**src/rtl/arq_link_tx_scheduler_pkg.sv**
```systemverilog
// Shared types for the ARQ link TX scheduler: link beat kind, beat layout, default widths.
// Latency: n/a (types only).
// Backpressure: n/a (types only).
package arq_link_tx_scheduler_pkg;

  localparam int SEQ_W_DEF  = 8;
  localparam int DATA_W_DEF = 32;
  localparam int STAT_W     = 16;

  typedef enum logic {
    LINK_DATA = 1'b0,
    LINK_ACK  = 1'b1
  } link_kind_e;

  typedef struct packed {
    link_kind_e                  kind;
    logic [SEQ_W_DEF-1:0]        seq;
    logic [DATA_W_DEF-1:0]       p;
  } link_beat_t;

endpackage

```
**src/rtl/arq_link_tx_scheduler_ack_slot.sv**
```systemverilog
// Single-entry pending-ack slot with defer timer and merge statistics.
// Latency: accepted ack is visible as pending on the cycle after acceptance.
// Backpressure: ack_ready=1 with ARQ_ACK_COALESCE_EN (overwrite), else only when slot empties/frees.
module arq_link_tx_scheduler_ack_slot
  import arq_link_tx_scheduler_pkg::*;
#(
  parameter int SEQ_W         = SEQ_W_DEF,
  parameter int ACK_MAX_DEFER = 15
) (
  input  logic              i_clk,
  input  logic              i_rst,
  input  logic              i_ack_valid,
  input  logic [SEQ_W-1:0]  i_ack_seq,
  input  logic              i_ack_grant,
  output logic              o_ack_ready,
  output logic              o_pend,
  output logic [SEQ_W-1:0]  o_seq,
  output logic              o_defer_sat,
  output logic [STAT_W-1:0] o_stat
);

  localparam int DEFER_W = $clog2(ACK_MAX_DEFER + 1);

  logic               r_pend;
  logic [SEQ_W-1:0]   r_seq;
  logic [DEFER_W-1:0] r_defer;
  logic               w_ready_raw;
  logic               w_accept;

`ifdef ARQ_ACK_COALESCE_EN
  // Slot always takes a new ack; the newest number replaces the pending one.
  assign w_ready_raw = 1'b1;
`else
  // Slot takes a new ack only when empty or being drained this cycle.
  assign w_ready_raw = !r_pend || i_ack_grant;
`endif

  assign o_ack_ready = w_ready_raw && !i_rst;
  assign w_accept    = i_ack_valid && o_ack_ready;
  assign o_pend      = r_pend;
  assign o_seq       = r_seq;
  assign o_defer_sat = (r_defer == DEFER_W'(ACK_MAX_DEFER));

  // Pending flag and ack number; a new ack wins over a same-cycle drain.
  always_ff @(posedge i_clk or posedge i_rst) begin
    if (i_rst) begin
      r_pend <= 1'b0;
      r_seq  <= '0;
    end else if (w_accept) begin
      r_pend <= 1'b1;
      r_seq  <= i_ack_seq;
    end else if (i_ack_grant) begin
      r_pend <= 1'b0;
    end
  end

  // Defer timer: age of the pending ack, counting stalls; overwrites do not restart it.
  always_ff @(posedge i_clk or posedge i_rst) begin
    if (i_rst) begin
      r_defer <= '0;
    end else if (i_ack_grant) begin
      r_defer <= '0;
    end else if (r_pend && !o_defer_sat) begin
      r_defer <= r_defer + DEFER_W'(1);
    end
  end

`ifdef ARQ_ACK_COALESCE_EN
  logic [STAT_W-1:0] r_stat;

  // Saturating count of pending acks replaced before reaching the link.
  always_ff @(posedge i_clk or posedge i_rst) begin
    if (i_rst) begin
      r_stat <= '0;
    end else if (w_accept && r_pend && !i_ack_grant && (r_stat != {STAT_W{1'b1}})) begin
      r_stat <= r_stat + STAT_W'(1);
    end
  end

  assign o_stat = r_stat;
`else
  assign o_stat = '0;
`endif

endmodule

```
**src/rtl/arq_link_tx_scheduler.sv**
```systemverilog
// Merges ARQ payload beats and cumulative acks onto one registered TX link stream.
// Latency: data 1 cycle, ack >= 2 cycles (through the pending slot).
// Backpressure: grants only when the output register is free; holds link_* while stalled.
// Optional feature macro: ARQ_ACK_COALESCE_EN (ack coalescing in the pending slot).
module arq_link_tx_scheduler
  import arq_link_tx_scheduler_pkg::*;
#(
  parameter int SEQ_W         = SEQ_W_DEF,
  parameter int DATA_W        = DATA_W_DEF,
  parameter int DATA_BURST    = 4,
  parameter int ACK_MAX_DEFER = 15
) (
  input  logic              i_clk,
  input  logic              i_rst,
  input  logic              i_data_valid,
  output logic              o_data_ready,
  input  logic [SEQ_W-1:0]  i_data_seq,
  input  logic [DATA_W-1:0] i_data_p,
  input  logic              i_ack_valid,
  output logic              o_ack_ready,
  input  logic [SEQ_W-1:0]  i_ack_seq,
  output logic              o_link_valid,
  input  logic              i_link_ready,
  output logic              o_link_kind,
  output logic [SEQ_W-1:0]  o_link_seq,
  output logic [DATA_W-1:0] o_link_p,
  output logic [15:0]       o_stat_acks_merged
);

  localparam int BURST_W = $clog2(DATA_BURST + 1);

  logic               r_link_valid;
  link_kind_e         r_link_kind;
  logic [SEQ_W-1:0]   r_link_seq;
  logic [DATA_W-1:0]  r_link_p;
  logic [BURST_W-1:0] r_burst;

  logic               w_free;
  logic               w_pend;
  logic [SEQ_W-1:0]   w_pend_seq;
  logic               w_defer_sat;
  logic               w_burst_full;
  logic               w_grant_ack;
  logic               w_grant_data;

  arq_link_tx_scheduler_ack_slot #(
    .SEQ_W         (SEQ_W),
    .ACK_MAX_DEFER (ACK_MAX_DEFER)
  ) u_ack_slot (
    .i_clk       (i_clk),
    .i_rst       (i_rst),
    .i_ack_valid (i_ack_valid),
    .i_ack_seq   (i_ack_seq),
    .i_ack_grant (w_grant_ack),
    .o_ack_ready (o_ack_ready),
    .o_pend      (w_pend),
    .o_seq       (w_pend_seq),
    .o_defer_sat (w_defer_sat),
    .o_stat      (o_stat_acks_merged)
  );

  // Arbitration: a pending ack wins when data is idle, the burst is used up, or it has waited too long.
  assign w_free       = !r_link_valid || i_link_ready;
  assign w_burst_full = (r_burst == BURST_W'(DATA_BURST));
  assign w_grant_ack  = w_free && w_pend && (!i_data_valid || w_burst_full || w_defer_sat);
  assign w_grant_data = w_free && !w_grant_ack && i_data_valid;
  assign o_data_ready = w_grant_data && !i_rst;

  // Burst counter: consecutive data grants taken while an ack waits.
  always_ff @(posedge i_clk or posedge i_rst) begin
    if (i_rst) begin
      r_burst <= '0;
    end else if (w_grant_ack || !w_pend) begin
      r_burst <= '0;
    end else if (w_grant_data && !w_burst_full) begin
      r_burst <= r_burst + BURST_W'(1);
    end
  end

  // Output register: loads the winning beat when free, otherwise holds the stalled beat.
  always_ff @(posedge i_clk or posedge i_rst) begin
    if (i_rst) begin
      r_link_valid <= 1'b0;
      r_link_kind  <= LINK_DATA;
      r_link_seq   <= '0;
      r_link_p     <= '0;
    end else if (w_free) begin
      if (w_grant_ack) begin
        r_link_valid <= 1'b1;
        r_link_kind  <= LINK_ACK;
        r_link_seq   <= w_pend_seq;
        r_link_p     <= '0;
      end else if (w_grant_data) begin
        r_link_valid <= 1'b1;
        r_link_kind  <= LINK_DATA;
        r_link_seq   <= i_data_seq;
        r_link_p     <= i_data_p;
      end else begin
        r_link_valid <= 1'b0;
      end
    end
  end

  assign o_link_valid = r_link_valid;
  assign o_link_kind  = r_link_kind;
  assign o_link_seq   = r_link_seq;
  assign o_link_p     = r_link_p;

endmodule
```
**config.mk**
```make
export PLATFORM = sky130hd
export DESIGN_NAME = arq_link_tx_scheduler
export DESIGN_NICKNAME = d
export VERILOG_FILES = /design/src/rtl/arq_link_tx_scheduler_pkg.sv /design/src/rtl/arq_link_tx_scheduler_ack_slot.sv /design/src/rtl/arq_link_tx_scheduler.sv
export SDC_FILE = /design/constraint.sdc
export NUM_CORES = 1
export LEC_CHECK = 0
export BUFFER_PORTS_ARGS = -buffer_cell sky130_fd_sc_hd__buf_2
export CAP_MARGIN = 25
export CORE_UTILIZATION = 50
export DETAILED_ROUTE_END_ITERATION = 10
export MAX_ROUTING_LAYER = met4
export PLACE_DENSITY_LB_ADDON = 0.3
export SLEW_MARGIN = 20
export SYNTH_ARGS = -nofsm -noshare
export SYNTH_HDL_FRONTEND = slang
export SYNTH_SLANG_ARGS = --single-unit
```
**constraint.sdc**
```tcl
create_clock -name i_clk -period 4.2 [get_ports i_clk]
set_input_delay 0.42 -clock i_clk [delete_from_list [all_inputs] [get_ports i_clk]]
set_output_delay 0.42 -clock i_clk [all_outputs]
set_load 0.02 [all_outputs]
```
* After elaboration in Yosys (flattened, before gate mapping) *
Index checks and enable logic that the tools add are counted.

storage, ports and cells
  flip-flop bits (word level) = 58
  bits of input ports = 53
  output and inout bits = 60
  logic and storage cells = 51

operators by class
  add/sub/neg operators = 2
  equal/unequal tests = 2
  muxes and demuxes = 14
  reductions and logical operators = 25

operators with widths
  operator                                      number
  2-to-1 mux 32 bit                             2
  2-to-1 mux 8 bit                              2
  logical AND 1 bit                             9
  2-to-1 mux 4 bit                              2
  nonzero test 2 bit                            4
  logical NOT 1 bit                             7
  2-to-1 mux 1 bit                              6
  2-to-1 mux 3 bit                              2
  adder 4 x 1 -> 4 bit (second input constant)  1
  == test 4 bit (second input constant)         1
  logical OR 1 bit                              4
  adder 3 x 1 -> 3 bit (second input constant)  1
  == test 3 bit (second input constant)         1
  AND reduction 2 bit                           1

* Longest topological paths before layout *
Gate-level depths: netlist of run 1.

  depth in word-level cells = 10
  depth in mapped cells = 8
  mapped depth without buffers = 6

* Modules after synthesis *
A second synthesis of run 1 with hierarchy kept.

unflattened totals
  cell total of the unflattened synthesis = 215
  area, all modules = 2607.5 um2

modules (own cells, without submodules)
  module                          times used  cells an instance  area an instance (um2)  sequential area each (um2)
  arq_link_tx_scheduler           1           155                1931.9                  1126.1
  arq_link_tx_scheduler_ack_slot  1           60                 675.6                   325.3

* Least setup slack after synthesis of run 1 *
No wires, ideal clock.

  path kind = input -> output
  start point = input port i_rst
  end point = output port o_ack_ready
  data arrival time = 2.023 ns
  data required time = 3.780 ns
  path slack = 1.757 ns
  cell stages on the path = 2
  buffers on the path = 0
  path through = inv_1 and2_1

between the ends
  longest elaborated chain between the ends = 2

RTL lines
  element            line                                  text
  start, declared    arq_link_tx_scheduler.sv:14           input logic i_rst,
  logical NOT 1 bit  arq_link_tx_scheduler_ack_slot.sv:38  assign o_ack_ready = w_ready_raw && !i_rst;
  logical AND 1 bit  arq_link_tx_scheduler_ack_slot.sv:38
  end, declared      arq_link_tx_scheduler.sv:20           output logic o_ack_ready,

No other way between the ends.

* Worst setup path after layout of run 1 *
  start point = register u_ack_slot.r_defer[0]
  end point = output port o_ack_ready

between the ends
  longest elaborated chain between the ends = 5

RTL lines
  element                 line                                  text
  start, declared         arq_link_tx_scheduler_ack_slot.sv:26  logic [DEFER_W-1:0] r_defer;
  start signal, assigned  arq_link_tx_scheduler_ack_slot.sv:64  r_defer <= r_defer + DEFER_W'(1);
  == test 4 bit           arq_link_tx_scheduler_ack_slot.sv:42  assign o_defer_sat = (r_defer == DEFER_W'(ACK_MAX_DEFER));
  logical OR 1 bit        arq_link_tx_scheduler.sv:65           assign w_grant_ack = w_free && w_pend && (!i_data_valid || w_burst_full || w_defer_sat);
  logical AND 1 bit       arq_link_tx_scheduler.sv:65
  logical OR 1 bit        arq_link_tx_scheduler_ack_slot.sv:35  assign w_ready_raw = !r_pend || i_ack_grant;
  logical AND 1 bit       arq_link_tx_scheduler_ack_slot.sv:38

No other way between the ends.

==> results of run 1 <==
[cells in the final DEF (no fill, tap or decap), drive strengths merged]
master     n
buf       99
dfrtp     58
a22o      32
nand2     29
conb      16
clkbuf    12
a31oi      9
nor4       8
mux2       8
o21ai      6
inv        5
a21oi      5
nand3      4
a211oi     3
nor3       3
ha         3
nor2       2
clkinvlp   2
nand2b     2
nor2b      1
a311o      1
and3       1
nand4b     1
nand3b     1
and2       1
or2        1
nand4      1
bufinv     1
clkinv     1
[stage by stage]
step / std cells / instance area [µm²] / hold slack (ns) / utilization / setup slack [ns]
after floorplan: 231 / 2610 / 0.475 / - / 1.76
after global placement: 367 / 2980 / 0.464 / 0.618 / 2.04
after detailed placement: 367 / 2980 / 0.469 / 0.618 / 1.95
after CTS: 383 / 3180 / 0.297 / 0.661 / 1.59
after global routing: 383 / 3180 / 0.309 / 0.661 / 1.50
final: 383 / 3180 / 0.305 / 0.661 / 1.61
[sequential cells by signal, indices dropped and copies added, names as in the netlist]
signal / count
o_link_seq: 8
o_link_valid: 1
u_ack_slot.o_pend: 1
u_ack_slot.o_seq: 8
o_link_kind: 1
r_burst: 3
o_link_p: 32
u_ack_slot.r_defer: 4
[worst min-delay path, cell delays in order]
cell and delay (ns):
buf_2 0.11, inv_2 0.04, buf_4 0.55
[area by class of cell]
type / count / area (µm²)
Timing Repair Buffer: 99 / 503
Sequential cell: 58 / 1450
Multi-Input combinational cell: 138 / 921
Clock inverter: 4 / 50.0
Inverter: 5 / 18.8
Clock buffer: 12 / 155
Tap cell: 67 / 83.8
Fill cell: 411 / 1630
[power breakdown]
group | switching [mW] | leakage, nW | internal, mW
Sequential | 0.0615 | 0.731 | 0.656
Combinational | 0.228 | 0.818 | 0.144
Clock | 0.210 | 0.0986 | 0.305
[metal layers]
metal  vias to the layer above  routed length [µm]
met1                       924                2470
met5                         -                   0
met2                        84                2560
met3                         9                 334
li1                        942                   -
met4                         0                  97
[logic make-up after synthesis]
| group | Yosys count | synth area share |
|---|---|---|
| compound gates | 56 | 0.174 |
| flops | 58 | 0.569 |
| other cells | 1 | 0.00147 |
| fa+ha+maj | 3 | 0.0147 |
| buf+inv | 35 | 0.0932 |
| simple gates | 55 | 0.112 |
| mux | 8 | 0.0353 |
[worst max path at each step]
stage                   to  cells past startpoint  slack [ns]
5_1_grt        o_ack_ready                      7        1.50
6_report       o_ack_ready                      6        1.61
2_1_floorplan  o_ack_ready                      2        1.76
4_1_cts        o_ack_ready                      6        1.59
3_3_place_gp   o_ack_ready                      6        2.04
3_5_place_dp   o_ack_ready                      6        1.95
==> results.md, run 1 <==
- The via count of the first global-routing pass came to 1,852.
- On the critical path, the stage with the largest delay is an instance of and3_1.
- The critical register-to-register path endpoint is o_link_p[15].
- At the pin with the least slew margin, the transition time is about 0.8 ns.
- In the final design database the tool counted roughly 370 nets.
- Setup violations remaining at the end of the flow were counted as 0.
- The initial antenna violation count is 0.
- The sequential element share of the synthesized area is 0.569.
- Broken down by cell family, the worst path's largest delay share belongs to simple AND/OR/NAND/NOR gates.
- The clock tree from TritonCTS is built.
- The overall via count from detail_route is slightly below 2k.
- Power spread over the standard cell area amounts to slightly above 500 nW/µm².
- Yosys printed 0 warnings.
- The pin count of the biggest net entering global routing is 60.
- The overall power of the completed layout is 1.60 mW.
- Routability-driven placement finished with a final weighted congestion of between 0.7 and 0.8.
- Among all flip-flop cells after synthesis, the most frequent one is dfrtp_1.
- Before antenna repair, the detailed router went through 4 iterations.
- Row generation in the floorplan step produced 25 rows.
- The CTS buffer count is 9.
- After the first detailed-routing iteration, the DRC count stood at 69.
- Max-cap violations in this run came to 0.
- The number of cells traversed by the worst register-to-register path is 6.
- The remaining number of nets flagged by the antenna check after routing is 0.
- The number of vias per cell after detailed routing is between 5 and 6.
- The first-pass GRT wire length is 8560 µm.
- The slack of the worst reg-to-reg path is 2.06 ns.
- For this run, global-route usage on met2 was measured as 0.352.
- STA puts the critical path data required time at 3.78 ns.
- Summed over all instances, the cell type with the most area after synthesis is dfrtp_1.
- The post-layout minimum cycle time is ~2.6 ns.
- The region available for standard cell placement spans just under 5000 µm².
- The post-cts sizing count is 0.
- CTS built an H-tree with a depth of 3.
- Along the worst path, the maximum fanout reaches 14.
- The die is approximately 73 µm wide.
- The category of the most critical setup path is register to primary output.
- For this run, design rule violations remaining after detail routing come to 0.
- The later pin in the worst-skew pair is clocked with a latency of 0.32 ns.
- The launching instance or port of the critical path is u_ack_slot.r_defer[0].
- The run finished with clean final reports.
- The worst setup path is launched from a register.
- After global routing, the most crowded layer is met2.
- The overall fraction of global-route tracks in use is 0.222.
- The post-synthesis cell type count is 33.
- The final wirelength is 5450 µm.
- The post-CTS setup buffer count is 0.
- Setup repair after global routing left no endpoint under its margin.
- The final clock period utilization by the worst path is 0.616.
- Walking the worst path, the cells encountered are ha_1, nand3_2, and3_1, o21ai_0, and2_1, buf_2.
- The y dimension of the die is between 70 and 80 µm.
- The most frequent cell after synthesis is dfrtp_1.
- For this run, global-route usage on met1 was measured as 0.271.
- The clock passes through at most 2 buffers.
- The total count of max-transition violations in the final report is 0.
- Summed over all cells, the static leakage comes to roughly 1.6 nW.
- The clock input transition at the sequential cells of the worst setup and hold paths is ~0.060 ns.
- The number of clock sinks is between 50 and 60.
- The final number of hold-violating endpoints is 0.
- The per-instance average area after synthesis is ~12 µm².
- The number of hold buffers added after CTS is 0.
- The critical path buffer and inverter count is 1.
- The effective utilization at floorplan is 0.529.
- The class of the most critical hold timing path is input port to asynchronous set/reset pin.
- The cell area that synthesis handed to floorplanning was roughly 2500 µm².
- The I/O pin count is 113.
- The start of the worst register-to-register path is u_ack_slot.r_defer[0].
- Clock skew on the completed layout was measured at 0.00730 ns.
- The largest incremental delay on the critical path is 0.50 ns.
- The HPWL after detailed placement is 3740 µm.
- The arrival time of the worst setup path is 2.17 ns.
- The total die area is around 5400 µm².
- Derived from the worst setup path, the maximum achievable clock frequency is approximately 0.39 GHz.
- The worst setup path is captured at a primary output.
- The number of synthesized register bits is 58.
- The synthesis-to-finish area growth is 24.8%.
- The summed negative setup slack over all endpoints is 0 ns.
- Synthesis produced a netlist whose cell count is approximately 220.
- The clock root buffer master is clkbuf_8.
- Global routing finished with a remaining overflow of 0.
- VDD sags by at most approximately 0.25 mV.
- After synthesis, the cell types taking the most area are dfrtp_1, a22o_1, buf_4.
- Of the post-synthesis cell area, the dominant cell type holds 0.569.
- The met3 track demand over resource is 0.0439.
- The number of enable-type register cells in the synthesized netlist is 0.
- The share of flip-flops with an asynchronous set or reset after synthesis is 1.00.
- The proportion of layout cells with a drive suffix above 1 is 0.418.
- The antenna diode instance count is 0.
- The number of port buffers is between 90 and 100.
- Measured against its own limit, the worst slew margin works out to 0.480.
- The wire length per cell is ~14 µm.
- Ranked by instance count, the synthesized netlist is headed by dfrtp_1, a22o_1, nand2_1, buf_4, a31oi_1.
Power figures use the tool's default switching activity.
==> run 2, diff against run 1 <==
- CORE_UTILIZATION: 50 -> 42
- clock period: 4.2 -> 2.1 ns (I/O delays scaled with it)
==> run 2 against run 1 <==
Effect of this change:
- clock skew grew 0.0012 ns
- first-iteration DRC count increased by 54%
- worst setup slack got worse by 1.5 ns
- hold slack got worse by 0.19 ns
- non-clock buffer count grew 4
- via count fell by 2.9%
- combinational power rose by 100%
- sequential power increased by 99%
- clock power grew 82%
==> results.md, run 2 (synthesized netlist as in run 1, its figures left out) <==
- The run finished with clean final reports.
- The weighted congestion at the end of routability-driven global placement is between 0.7 and 0.8.
- The category of the worst setup path capture point is a primary output.
- At the end of the flow the core is filled with cells to 0.545.
- The number of port buffers is 96.
- The share of total power in combinational logic is 0.240.
- For this design the top-level I/O count stands at around 110.
- The worst clock skew is roughly 0.0085 ns.
- In the routed design, unresolved DRC markers number 0.
- The initial antenna violation count is 0.
- Relative to the synthesized area, the layout overhead comes to 25.9%.
- The number of cells traversed by the worst register-to-register path is 6.
- The total internal power is between 2 and 2.5 mW.
- Subtracting the final worst setup slack from the clock period gives 1.94 ns.
- The sequential share of power is 0.460.
- The slack of the worst reg-to-reg path is 0.37 ns.
- The depth of the CTS H-tree is 3.
- The wire length per cell is about 13 µm.
- The overall power of the completed layout is slightly above 3 mW.
- The top cell types in the final layout, fill and taps aside, are buf_2, dfrtp_1, a22o_1.
- Setup violations remaining at the end of the flow were counted as 0.
- The overall via count from detail_route is 1,903.
- The post-CTS setup buffer count is 0.
- The total net switching power is a little under 1 mW.
- The post-placement setup slack is 0.392 ns.
- The final number of hold-violating endpoints was 0.
- The antenna diode instance count is 0.
- The total count of max-transition violations in the final report is 0.
- The clock tree from TritonCTS is built.
- In the final layout, the share of cells above drive strength 1 is 0.431.
- The longest clock path from root to sink contains 2 buffers.
- Power spread over the standard cell area amounts to between 900 and 1000 nW/µm².
- The fraction of power consumed by the clock network is 0.300.
- The post-cts sizing count is 0.
- The arrival time of the worst setup path is roughly 1.7 ns.
- The number of rows in the core area is 28.
- The die width is roughly 80 µm.
- Once layout is done, the placed cells without fillers occupy ~3200 µm².
- The clock root buffer master is clkbuf_8.
- The remaining number of nets flagged by the antenna check after routing is 0.
- The worst max-slew margin expressed relative to the limit is 0.534.
- The total placed instance area is between 3000 and 4000 µm².
- The number of flip-flops under the largest register name is 32.
- In this run, CTS created clock tree buffers numbering 9.
- The number of clock sinks is between 50 and 60.
- The total area inside the core boundary comes to just under 6000 µm².
- Summed over all layers, the global routing overflow is 0.
- The first routing iteration left about 110 violations.
- The first-pass detailed-route iteration total is 4.
- In the finished design, the share of the clock period the worst path needs comes to 0.923.
- Summed over all layers, the routed wires come to 5260 µm.
- Of all nets on the critical path, the largest fanout is 4.
- The most common cell after layout, fill and taps aside is buf_2.
- The data required time of the critical path is about 1.9 ns.
- The number of hold buffers added after CTS is 0.
- The clock input transition at the sequential cells of the worst setup and hold paths is 0.06 ns.
- Entering global routing, the biggest net connects a little under 60 pins.
- For this configuration, the core starts out at a cell density of 0.433.
- The number of vias per cell after detailed routing is between 4 and 5.
- The via count of the first global-routing pass is between 1.5k and 2k.
- The leakage component of the power is 1.66 nW.
- Of the total power, the share spent switching nets is 0.317.
- The class of the most critical hold timing path is input port to register.
- Across every metal layer, demand over resource in global routing totals 0.176.
- The first-pass GRT wire length is a little over 8000 µm.
- The category of the most critical setup path is register to primary output.
- Once routing completed, OpenROAD measured the worst setup slack at 0.161 ns.
- The depth of the worst hold-timing path is 2.
- The kind of start point of the critical path is a register.
- The actual transition at the worst max-transition pin is 0.699 ns.
- The total die area is between 6000 and 7000 µm².
- IR analysis of the VDD net gives a maximum drop of approximately 0.52 mV.
- The HPWL after detailed placement is 3560 µm.
- In this run the vertical extent of the chip is between 70 and 80 µm.
- The final layout net count is around 370.
- The fmax is between 0.5 and 0.6 GHz.
- The max-cap check violation count is 0.
- The clock insertion delay at the later pin of the skew report is between 0.3 and 0.4 ns.
run 2: final timing paths:
kind                                          to                  start
max in group asynchronous            o_link_p[2]                  i_rst
hold reg to reg                      o_link_kind            o_link_kind
setup reg to reg           u_ack_slot.r_defer[0]  u_ack_slot.r_defer[0]
min in group asynchronous            o_link_kind                  i_rst
setup / recovery                    o_data_ready  u_ack_slot.r_defer[0]
hold / removal                      o_link_p[31]           i_data_p[31]
run 2: final cells by class:
class	instances	area (µm²)
well taps	75	93.8
fillers	522	2680
multi-input cells	138	923
inverters	5	18.8
clock inverters	4	25.0
clock buffers	12	165
repair buffers	103	533
flip-flops and latches	58	1450
run 2: routing by layer:
metal,up-vias,wire length (µm),track usage
li1,951,-,-
met2,79,2270,0.258
met5,-,0,-
met4,0,36,0.0750
met3,5,377,0.0389
met1,868,2570,0.237
run 2: power by group through the flow:
| stage | logic, mW | clock network (mW) | registers [mW] |
|---|---|---|---|
| after detailed placement | 0.752 | 0 | 1.45 |
| after CTS | 0.753 | 0.978 | 1.43 |
| after global routing | 0.828 | 1.03 | 1.46 |
| final | 0.748 | 0.937 | 1.43 |
| after global placement | 0.743 | 0 | 1.44 |
| after floorplan | 0.391 | 0 | 1.58 |
run 2: metrics by stage:
stage,std cells,hold slack (ns),TNS [ns]
after floorplan,231,0.327,0
after global placement,379,0.434,0
after detailed placement,379,0.438,0
after CTS,395,0.0903,0
after global routing,395,0.0954,-0.00229
final,395,0.112,0
run 2: critical path, cell delays in order (launching register included):
cell and delay [ns]:
dfrtp_1 0.42, ha_2 0.23, nand3_2 0.11, nand3_2 0.13
a211oi_1 0.31, buf_2 0.22
